==> config.mk <==
export PLATFORM = sky130hd
export DESIGN_NAME = vga_cursor_overlay_flat
export DESIGN_NICKNAME = d
export VERILOG_FILES = /design/src/rtl/vga_cursor_overlay_if.sv /design/src/rtl/vga_cursor_overlay.sv /design/src/flat_wrapper.sv
export SDC_FILE = /design/constraint.sdc
export NUM_CORES = 1
export LEC_CHECK = 0
export BUFFER_PORTS_ARGS = -buffer_cell sky130_fd_sc_hd__clkbuf_2
export CORE_MARGIN = 3
export CORE_UTILIZATION = 40
export DETAILED_ROUTE_END_ITERATION = 7
export GPL_TIMING_DRIVEN = 0
export PLACE_DENSITY = 0.72
export SLEW_MARGIN = 25
export SYNTH_ARGS = -nofsm -noshare
export SYNTH_HDL_FRONTEND = slang
export SYNTH_SLANG_ARGS = --single-unit
==> constraint.sdc <==
create_clock -name clk -period 3.1 [get_ports clk]
set_input_delay 0.93 -clock clk [delete_from_list [all_inputs] [get_ports clk]]
set_output_delay 0.93 -clock clk [all_outputs]
set_load 0.02 [all_outputs]
==> src/rtl/vga_cursor_overlay_if.sv <==
// Pixel/cursor bus between the sync generator, the mouse controller and the
// cursor overlay. The overlay attaches through the slave modport.
interface vga_cursor_overlay_if;
   logic        pixel_tick;
   logic        video_on;
   logic [9:0]  pixel_x;
   logic [9:0]  pixel_y;
   logic [9:0]  cursor_x;
   logic [9:0]  cursor_y;
   logic [2:0]  buttons;
   logic        cursor_valid;
   logic [11:0] rgb;
   logic        frame_commit;

   modport master (
      output pixel_tick,
      output video_on,
      output pixel_x,
      output pixel_y,
      output cursor_x,
      output cursor_y,
      output buttons,
      output cursor_valid,
      input  rgb,
      input  frame_commit
   );

   modport slave (
      input  pixel_tick,
      input  video_on,
      input  pixel_x,
      input  pixel_y,
      input  cursor_x,
      input  cursor_y,
      input  buttons,
      input  cursor_valid,
      output rgb,
      output frame_commit
   );
endinterface

==> src/rtl/vga_cursor_overlay.sv <==
// 64-pixel grid background with a 16x16 arrow cursor, tear-free cursor updates
// committed at the start of vertical blanking. Optional crosshair: VGA_CURSOR_CROSSHAIR_EN.
module vga_cursor_overlay #(
   parameter logic [11:0] BG_COLOR      = 12'h000,
   parameter logic [11:0] GRID_COLOR    = 12'h444,
   parameter logic [11:0] FILL_COLOR    = 12'hFFF,
   parameter logic [11:0] FILL_PRESSED  = 12'hF00,
   parameter logic [11:0] OUTLINE_COLOR = 12'h000
) (
   input logic                 clk,
   input logic                 rst_n,
   vga_cursor_overlay_if.slave bus
);

   localparam logic [9:0] MAX_X    = 10'd639;
   localparam logic [9:0] MAX_Y    = 10'd479;
   localparam logic [9:0] COMMIT_Y = 10'd480;
   localparam logic [9:0] HOME_X   = 10'd320;
   localparam logic [9:0] HOME_Y   = 10'd240;
   localparam logic [9:0] SPRITE_N = 10'd16;

   // Sprite masks, leftmost pixel in bit 15.
   function automatic logic [15:0] outline_row(input logic [3:0] row);
      logic [15:0] bits;
      case (row)
         4'd0:    bits = 16'h8000;
         4'd1:    bits = 16'hC000;
         4'd2:    bits = 16'hA000;
         4'd3:    bits = 16'h9000;
         4'd4:    bits = 16'h8800;
         4'd5:    bits = 16'h8400;
         4'd6:    bits = 16'h8200;
         4'd7:    bits = 16'h8100;
         4'd8:    bits = 16'h8080;
         4'd9:    bits = 16'h8040;
         4'd10:   bits = 16'h83E0;
         4'd11:   bits = 16'h9200;
         4'd12:   bits = 16'hA900;
         4'd13:   bits = 16'hC480;
         4'd14:   bits = 16'h8240;
         4'd15:   bits = 16'h0180;
         default: bits = 16'h0000;
      endcase
      return bits;
   endfunction

   function automatic logic [15:0] fill_row(input logic [3:0] row);
      logic [15:0] bits;
      case (row)
         4'd2:    bits = 16'h4000;
         4'd3:    bits = 16'h6000;
         4'd4:    bits = 16'h7000;
         4'd5:    bits = 16'h7800;
         4'd6:    bits = 16'h7C00;
         4'd7:    bits = 16'h7E00;
         4'd8:    bits = 16'h7F00;
         4'd9:    bits = 16'h7F80;
         4'd10:   bits = 16'h7C00;
         4'd11:   bits = 16'h6C00;
         4'd12:   bits = 16'h4600;
         4'd13:   bits = 16'h0300;
         4'd14:   bits = 16'h0180;
         default: bits = 16'h0000;
      endcase
      return bits;
   endfunction

   // 2-bit pixel code: 00 transparent, 01 outline, 10 fill.
   function automatic logic [1:0] cursor_rom(input logic [3:0] row, input logic [3:0] col);
      logic [15:0] o_bits;
      logic [15:0] f_bits;
      logic [3:0]  idx;
      o_bits = outline_row(row);
      f_bits = fill_row(row);
      idx    = 4'd15 - col;
      return {f_bits[idx], o_bits[idx]};
   endfunction

   function automatic logic [9:0] clamp10(input logic [9:0] value, input logic [9:0] limit);
      return (value > limit) ? limit : value;
   endfunction

   logic [9:0]  pend_x_r;
   logic [9:0]  pend_y_r;
   logic [2:0]  pend_btn_r;
   logic        pend_dirty_r;
   logic [9:0]  act_x_r;
   logic [9:0]  act_y_r;
   logic [2:0]  act_btn_r;
   logic [11:0] rgb_r;
   logic        frame_commit_r;

   logic [9:0]  render_col_s;
   logic [9:0]  render_row_s;
   logic [9:0]  dx_s;
   logic [9:0]  dy_s;
   logic        in_sprite_s;
   logic [1:0]  sprite_code_s;
   logic [11:0] bg_s;
   logic [11:0] under_s;
   logic [11:0] fill_s;
   logic [11:0] composite_s;
   logic        commit_pt_s;
   logic        commit_take_s;

   // The output register adds one tick, so render the column about to be shown.
   assign render_col_s  = bus.pixel_x + 10'd1;
   assign render_row_s  = bus.pixel_y;
   assign dx_s          = render_col_s - act_x_r;
   assign dy_s          = render_row_s - act_y_r;
   assign in_sprite_s   = (dx_s < SPRITE_N) && (dy_s < SPRITE_N);
   assign sprite_code_s = cursor_rom(dy_s[3:0], dx_s[3:0]);
   assign fill_s        = (act_btn_r != 3'd0) ? FILL_PRESSED : FILL_COLOR;

   assign commit_pt_s   = bus.pixel_tick && (bus.pixel_x == 10'd0) && (bus.pixel_y == COMMIT_Y);
   assign commit_take_s = commit_pt_s && pend_dirty_r;

   // Background grid and optional crosshair layer.
   always_comb begin
      bg_s = BG_COLOR;
      if ((render_col_s[5:0] == 6'd0) || (render_row_s[5:0] == 6'd0)) begin
         bg_s = GRID_COLOR;
      end else begin
         bg_s = BG_COLOR;
      end
      under_s = bg_s;
`ifdef VGA_CURSOR_CROSSHAIR_EN
      if ((render_col_s == act_x_r) || (render_row_s == act_y_r)) begin
         under_s = ~bg_s;
      end else begin
         under_s = bg_s;
      end
`endif
   end

   // Cursor sprite composited over the lower layers.
   always_comb begin
      composite_s = under_s;
      if (in_sprite_s) begin
         case (sprite_code_s)
            2'b01:   composite_s = OUTLINE_COLOR;
            2'b10:   composite_s = fill_s;
            default: composite_s = under_s;
         endcase
      end else begin
         composite_s = under_s;
      end
   end

   // Pending registers; a strobe on the commit tick still lands here and stays dirty.
   always_ff @(posedge clk or negedge rst_n) begin
      if (!rst_n) begin
         pend_x_r     <= HOME_X;
         pend_y_r     <= HOME_Y;
         pend_btn_r   <= 3'd0;
         pend_dirty_r <= 1'b0;
      end else if (bus.cursor_valid) begin
         pend_x_r     <= clamp10(bus.cursor_x, MAX_X);
         pend_y_r     <= clamp10(bus.cursor_y, MAX_Y);
         pend_btn_r   <= bus.buttons;
         pend_dirty_r <= 1'b1;
      end else if (commit_take_s) begin
         pend_dirty_r <= 1'b0;
      end
   end

   // Active registers, updated only at the start of vertical blanking.
   always_ff @(posedge clk or negedge rst_n) begin
      if (!rst_n) begin
         act_x_r   <= HOME_X;
         act_y_r   <= HOME_Y;
         act_btn_r <= 3'd0;
      end else if (commit_take_s) begin
         act_x_r   <= pend_x_r;
         act_y_r   <= pend_y_r;
         act_btn_r <= pend_btn_r;
      end
   end

   // Registered pixel output and commit pulse.
   always_ff @(posedge clk or negedge rst_n) begin
      if (!rst_n) begin
         rgb_r          <= 12'h000;
         frame_commit_r <= 1'b0;
      end else begin
         frame_commit_r <= commit_take_s;
         if (bus.pixel_tick) begin
            rgb_r <= bus.video_on ? composite_s : 12'h000;
         end
      end
   end

   assign bus.rgb          = rgb_r;
   assign bus.frame_commit = frame_commit_r;

endmodule

==> src/flat_wrapper.sv <==
// flat-port wrapper written by rule: the top's interface ports become plain ports
module vga_cursor_overlay_flat 
#(
   parameter logic [11:0] BG_COLOR      = 12'h000,
   parameter logic [11:0] GRID_COLOR    = 12'h444,
   parameter logic [11:0] FILL_COLOR    = 12'hFFF,
   parameter logic [11:0] FILL_PRESSED  = 12'hF00,
   parameter logic [11:0] OUTLINE_COLOR = 12'h000
)
  (clk, rst_n, bus_pixel_tick, bus_video_on, bus_pixel_x, bus_pixel_y, bus_cursor_x, bus_cursor_y, bus_buttons, bus_cursor_valid, bus_rgb, bus_frame_commit);
  vga_cursor_overlay_if bus_i ();
  input logic clk;
  input logic rst_n;
  input wire logic [$bits(bus_i.pixel_tick)-1:0] bus_pixel_tick;
  input wire logic [$bits(bus_i.video_on)-1:0] bus_video_on;
  input wire logic [$bits(bus_i.pixel_x)-1:0] bus_pixel_x;
  input wire logic [$bits(bus_i.pixel_y)-1:0] bus_pixel_y;
  input wire logic [$bits(bus_i.cursor_x)-1:0] bus_cursor_x;
  input wire logic [$bits(bus_i.cursor_y)-1:0] bus_cursor_y;
  input wire logic [$bits(bus_i.buttons)-1:0] bus_buttons;
  input wire logic [$bits(bus_i.cursor_valid)-1:0] bus_cursor_valid;
  output wire logic [$bits(bus_i.rgb)-1:0] bus_rgb;
  output wire logic [$bits(bus_i.frame_commit)-1:0] bus_frame_commit;
  assign bus_i.pixel_tick = bus_pixel_tick;
  assign bus_i.video_on = bus_video_on;
  assign bus_i.pixel_x = bus_pixel_x;
  assign bus_i.pixel_y = bus_pixel_y;
  assign bus_i.cursor_x = bus_cursor_x;
  assign bus_i.cursor_y = bus_cursor_y;
  assign bus_i.buttons = bus_buttons;
  assign bus_i.cursor_valid = bus_cursor_valid;
  assign bus_rgb = bus_i.rgb;
  assign bus_frame_commit = bus_i.frame_commit;
  vga_cursor_overlay #(.BG_COLOR(BG_COLOR), .GRID_COLOR(GRID_COLOR), .FILL_COLOR(FILL_COLOR), .FILL_PRESSED(FILL_PRESSED), .OUTLINE_COLOR(OUTLINE_COLOR)) u_core (.clk(clk), .rst_n(rst_n), .bus(bus_i));
endmodule
# Word-level counts from Yosys, hierarchy flattened
# Memories as Yosys holds them, arrays and structs flattened.
# Cells that the tools add are included.
# word_totals
reg_bits	60
rom_bits	304
input_bits	48
out_inout_bits	13
elab_cells	46
memories	2
# classes
n_addsub	4
order_cmp	5
eq_ne	3
mux	13
reduce_logical	10
# memory_table
memory	words	width	rd	rd_clocked_by_memory_dff	write_ports	line_no	rtl
(no name shown)	16	11	1	0	0	vga_cursor_overlay.sv:25	case (row)
(no name shown)	16	8	1	0	0	vga_cursor_overlay.sv:49	case (row)
# ops
operator	count
$mux 12	2
$pmux 12 s2	1
$lt 10x5->1 const B	2
$mux 10	2
$sub 10x10->10	2
$logic_not 6->1	2
$mux 11	1
$add 10x1->10 const B	1
$eq 10x9->1 const B	1
$gt 10x10->1 const B	1
$gt 10x9->1 const B	1
$logic_not 10->1	1
$bmux 1 s4	2
$mux 8	1
$lt 4x5->1 const B	1
$logic_and 1x1->1	4
$mux 1	4
$sub 4x4->4 const A	1
$reduce_bool 3->1	1
$eq 2x1->1 const B	1
$eq 2x2->1 const B	1
$reduce_bool 2->1	1
$logic_or 1x1->1	1

# Longest topological paths before layout
# depth
word_depth	9
mapped_depth	16
mapped_depth_nobuf	16

# Worst setup path before layout
# OpenSTA, ideal clock, no wires.
# synth_path
kind	input to register
startpoint	input port bus_pixel_y[0]
endpoint	register u_core.rgb_r[6], in the netlist u_core.bus.rgb[6]
setup_ps	68
arrival_ps	3900
required_ps	3032
setup_slack_ps	-868
path_stages	16
path_buffers	0
cell_sequence	inv_1 > ha_1 > fa_1 > inv_1 > ha_1 > and2_1 > a211oi_1 > a311oi_1 > a31oi_1 > nor4_1 > a41oi_1 > o21a_1 > ha_1 > nand4b_1 > or4_4 > nand3_1
# synth_between
elab_chain_len	8
elab_cells_between_ends	17
classes_between	add/sub (1); order compare (1); eq/ne (2); mux (8); reduce/logical (3); memory (2)
# synth_rtl
item	line_no	rtl
start, declared	flat_wrapper.sv:17	input wire logic [$bits(bus_i.pixel_y)-1:0] bus_pixel_y;
$sub 10x10->10	vga_cursor_overlay.sv:110	assign dy_s = render_row_s - act_y_r;
$mem_v2 16x11 or $mem_v2 16x8 (tied branches)	--	
$bmux 1 s4	vga_cursor_overlay.sv:76	return {f_bits[idx], o_bits[idx]};
$mux 1 (not written as such)	vga_cursor_overlay.sv:76	
$eq 2x2->1 or $eq 2x1->1 (tied branches)	vga_cursor_overlay.sv:140	case (sprite_code_s)
$pmux 12 s2	vga_cursor_overlay.sv:140	
$mux 12 (*)	vga_cursor_overlay.sv:139	if (in_sprite_s) begin
$mux 12 (*)	vga_cursor_overlay.sv:188	rgb_r <= bus.video_on ? composite_s : 12'h000;
end signal, assigned	vga_cursor_overlay.sv:188	
end, declared	vga_cursor_overlay.sv:90	logic [11:0] rgb_r;
# Mark *: on every way between the ends. The rest lies on a longest branch, timed or not. The select of a mux whose other input is x is not followed.
# A chain may end at the register's enable or synchronous reset.

# Worst setup path after layout
# layout_path
startpoint	input port bus_pixel_x[4]
endpoint	register u_core.rgb_r[6], in the netlist u_core.bus.rgb[6]
# layout_between
elab_chain_len	7
elab_cells_between_ends	10
classes_between	add/sub (2); order compare (1); mux (4); reduce/logical (3)
# layout_rtl
item	line_no	rtl
start, declared	flat_wrapper.sv:16	input wire logic [$bits(bus_i.pixel_x)-1:0] bus_pixel_x;
$add 10x1->10 (*)	vga_cursor_overlay.sv:107	assign render_col_s = bus.pixel_x + 10'd1;
branches (longest 4 deep; another with $sub 10x10->10)	--	
$mux 12 (*)	vga_cursor_overlay.sv:139	
$mux 12 (*)	vga_cursor_overlay.sv:188	
# Mark *: on every way between the ends.

==> flow_summary.rst <==
.. list-table::
   :header-rows: 1

   * - Metric
     - Value
   * - Layout cells sized above 1
     - 33.5%
   * - Post-placement cell area
     - 4220 um^2
   * - Count of TritonRoute iterations in the first routing pass
     - 5
   * - Count of fill cells added during filler insertion
     - 765
   * - Post-synth top flop
     - dfrtp_1
   * - Startpoint of the lowest-slack register-to-register path
     - u_core.act_y_r[0]
   * - Cell count of the worst reg-to-reg path
     - 14
   * - Antenna Nets Post-Route
     - 0
   * - Endpoint of the worst setup timing path
     - u_core.bus.rgb[6]
   * - Die ar.
     - 10500 um^2
   * - Mapped Nets
     - 492
   * - Number of synthesized flops with an enable pin
     - 0
   * - YS warnings
     - 0
   * - Share of synthesized flip-flops with an asynchronous set or reset
     - 100%
   * - Minimum hold slack
     - 480 ps
   * - Wire length of the first global-routing pass
     - 14.9 mm
   * - Leakage power
     - 2.21 nW
   * - Pin count of the biggest net entering global routing
     - 53
   * - Clock buffer count from CTS
     - 5
   * - Maximum capacitance violations
     - 0
   * - Sequential-to-total area share from yosys stat
     - 35.5%
   * - Highest clock rate
     - 0.257 GHz
   * - Most common cell after layout, fill and taps aside
     - clkbuf_2
   * - WP data required
     - 3350 ps
   * - Post-CTS clock slew at the launch and capture registers of the worst setup and hold paths
     - 100 ps
   * - Violations in the final reports
     - negative setup slack
   * - Hold bufs inserted after CTS
     - 0
   * - Iteration-0 DRC Markers
     - 230
   * - Worst Tran Pin Value
     - 711 ps
   * - VDD IR-drop max
     - 0.437 mV
   * - Fin crit share
     - 125%
   * - Insertion delay of the later-clocked pin in the worst-skew pair
     - 310 ps
   * - CTS Sinks
     - 52
   * - Post-Route Skew
     - 9.16 ps
   * - Routed WL per cell
     - 15.8 um
   * - Top-Level Pins
     - 61
   * - Die width
     - 102 um
   * - FF+latch count, synth
     - 52
   * - Vias in the first global route
     - 3195
   * - Period minus WS final
     - 3890 ps
   * - Post-DP HPWL
     - 6.72 mm
   * - Worst setup path category
     - input pin to flip-flop
   * - Power density over the cells
     - 345 nW/um^2
   * - H-tree levels
     - 2
   * - Cell area after technology mapping
     - 3710 um^2
   * - End of the worst register-to-register path
     - u_core.bus.rgb[6]
   * - Setup repair after global routing missed its margin
     - yes
   * - Area added between synthesis and finish
     - 31.5%
   * - Syn avg cell area
     - 8.96 um^2
   * - CTS Buffer Depth
     - 2
   * - Final weighted congestion in routability-driven placement
     - 0.908
   * - Routed via count
     - 3398
   * - Vias per cell
     - 5.61
   * - Core area
     - 8850 um^2
   * - Port buffer count
     - 60
   * - Outcome
     - complete, but fails checks
   * - All-layer global routing usage
     - 17.6%
   * - Critical path startpoint category
     - input pin
   * - Final Hold Vio Count
     - 0
   * - Worst R2R Setup Slack
     - -450 ps
   * - Sum of routed wire length over all layers
     - 9.59 mm
   * - Count of endpoints failing setup in the final report
     - 4
   * - CTS tree
     - done
   * - Maximum fanout along the worst path
     - 5
   * - Starting density of the core
     - 41.9%
   * - Worst max-slew margin expressed relative to the limit
     - 52.6%
   * - Endpoint kind of the worst setup timing path
     - flip-flop
   * - Site Rows
     - 34
   * - Die outline height
     - 102 um
   * - Number of max-slew violations in the final report
     - 0
   * - Sum of overflow across all layers after global routing
     - 0
   * - DP Worst Slack
     - -1290 ps
   * - Total inserted antenna cells
     - 0
   * - Syn Inst Count
     - 414
   * - Nets
     - 575
   * - CTS Root Buffer Type
     - clkbuf_8
   * - Arrival time at the worst endpoint
     - 4140 ps
   * - Source of the worst hold timing path
     - u_core.pend_y_r[5]
   * - Initial antenna violation count
     - 0
   * - Library cells used by synthesis
     - 58
   * - Worst setup slack after layout
     - -787 ps
   * - Sum of internal, switching and leakage power
     - 1.68 mW
   * - Hold Crit Class
     - flip-flop to flip-flop
   * - Detailed-route DRC error count
     - 0
   * - Post-Layout Inst Area
     - 4880 um^2
   * - Final cell utilization of the core
     - 55.1%
   * - Launching element of the worst setup path
     - bus_pixel_x[4]
   * - Commonest cells after routing, fill and taps aside
     - 53 x clkbuf_2, 40 x dfrtp_1, 39 x inv_1
## state kept, by name, summed over array words and instances, names as in the netlist
signal	cells
u_core.act_btn_r	3
u_core.act_x_r	10
u_core.act_y_r	10
u_core.bus.frame_commit	1
u_core.bus.rgb	4
u_core.pend_btn_r	3
u_core.pend_dirty_r	1
u_core.pend_x_r	10
u_core.pend_y_r	10
## metal layers
| layer | up-vias | track usage [%] | part of all wire [%] |
|---|---|---|---|
| met5 | - | 0 | 0 |
| met4 | 0 | 5.35 | 2.7 |
| met3 | 26 | 1.71 | 3.7 |
| met2 | 115 | 31.7 | 51 |
| met1 | 1620 | 22.3 | 42 |
| li1 | 1637 | - | - |
## logic make-up (layout without fill, tap and decap cells)
logic type | count (synthesis) | after routing | synth area share, %
flops | 52 | 52 | 35.5
simple gates | 128 | 128 | 17.8
xor+xnor | 20 | 20 | 4.72
compound gates | 104 | 104 | 19.0
buf+inv | 63 | 147 | 7.46
fa+ha+maj | 30 | 30 | 10.5
mux | 17 | 17 | 4.99
## how the worst min path moves through the flow
stage                               endpoint  cells past startpoint
final                     u_core.pend_y_r[5]                      2
after detailed placement   u_core.act_x_r[7]                      2
after global routing       u_core.act_y_r[4]                      2
after CTS                 u_core.pend_y_r[5]                      2
after floorplan           u_core.pend_x_r[8]                      2
after global placement    u_core.pend_x_r[8]                      2
## where the power goes
group          switching [mW]  internal [mW]  total [mW]  leakage (nW)
registers              0.0135          0.709       0.722         0.577
logic                   0.214          0.197       0.412          1.57
clock network           0.227          0.323       0.549        0.0654
total                   0.455           1.23        1.68          2.21
## layout make-up
type	instances	area (um^2)	area share (%)
multi-input combinational	299	2480	50.9
sequential	52	1320	27.0
timing repair buffer	79	539	11.1
inverter	41	161	3.31
tap	108	135	2.77
buffer	19	110	2.26
clock buffer	6	72.6	1.49
clock inverter	2	60.1	1.23
## worst max-delay path, stage by stage
cell	delay, ps
clkbuf_8	110
and4_4	240
nand4_1	140
xnor2_2	200
ha_4	300
buf_4	130
inv_1	50
o211ai_1	220
o21ai_0	150
or2_2	310
xnor2_1	130
or4_4	570
or4_4	560
nand3_1	100
## synthesized netlist by cell type (all sizes together) (4+ instances only)
library cell / count / area share, %
nor4: 7 / 1.2
o211ai: 5 / 1.0
and3: 6 / 1.0
nand4: 8 / 1.3
dfstp: 12 / 8.5
nor2: 16 / 1.6
nand2: 39 / 3.9
inv: 41 / 4.1
o22a: 12 / 2.8
a211oi: 4 / 0.81
nand3: 17 / 2.3
a21oi: 19 / 2.6
clkbuf: 10 / 1.0
ha: 28 / 9.4
nand2b: 6 / 1.0
buf: 12 / 2.3
mux2: 12 / 3.6
o21ai: 34 / 4.7
mux2i: 5 / 1.3
nor3: 6 / 0.81
or3: 5 / 0.84
xor2: 6 / 1.4
dfrtp: 40 / 27
xnor2: 14 / 3.3
## timing repair
action | CTS | global route
pin swaps | 4 | 23
resized for setup | 20 | 51
setup endpoints to repair | 4 | 4
setup buffers | 9 | 10
## stage by stage
step | TNS (ps) | std cells
after floorplan | -2450 | 414
after global placement | -4660 | 582
after detailed placement | -5640 | 582
after CTS | -3010 | 599
after global routing | -3040 | 606
final | -2840 | 606
No activity file was read; power rests on OpenSTA's default activity.
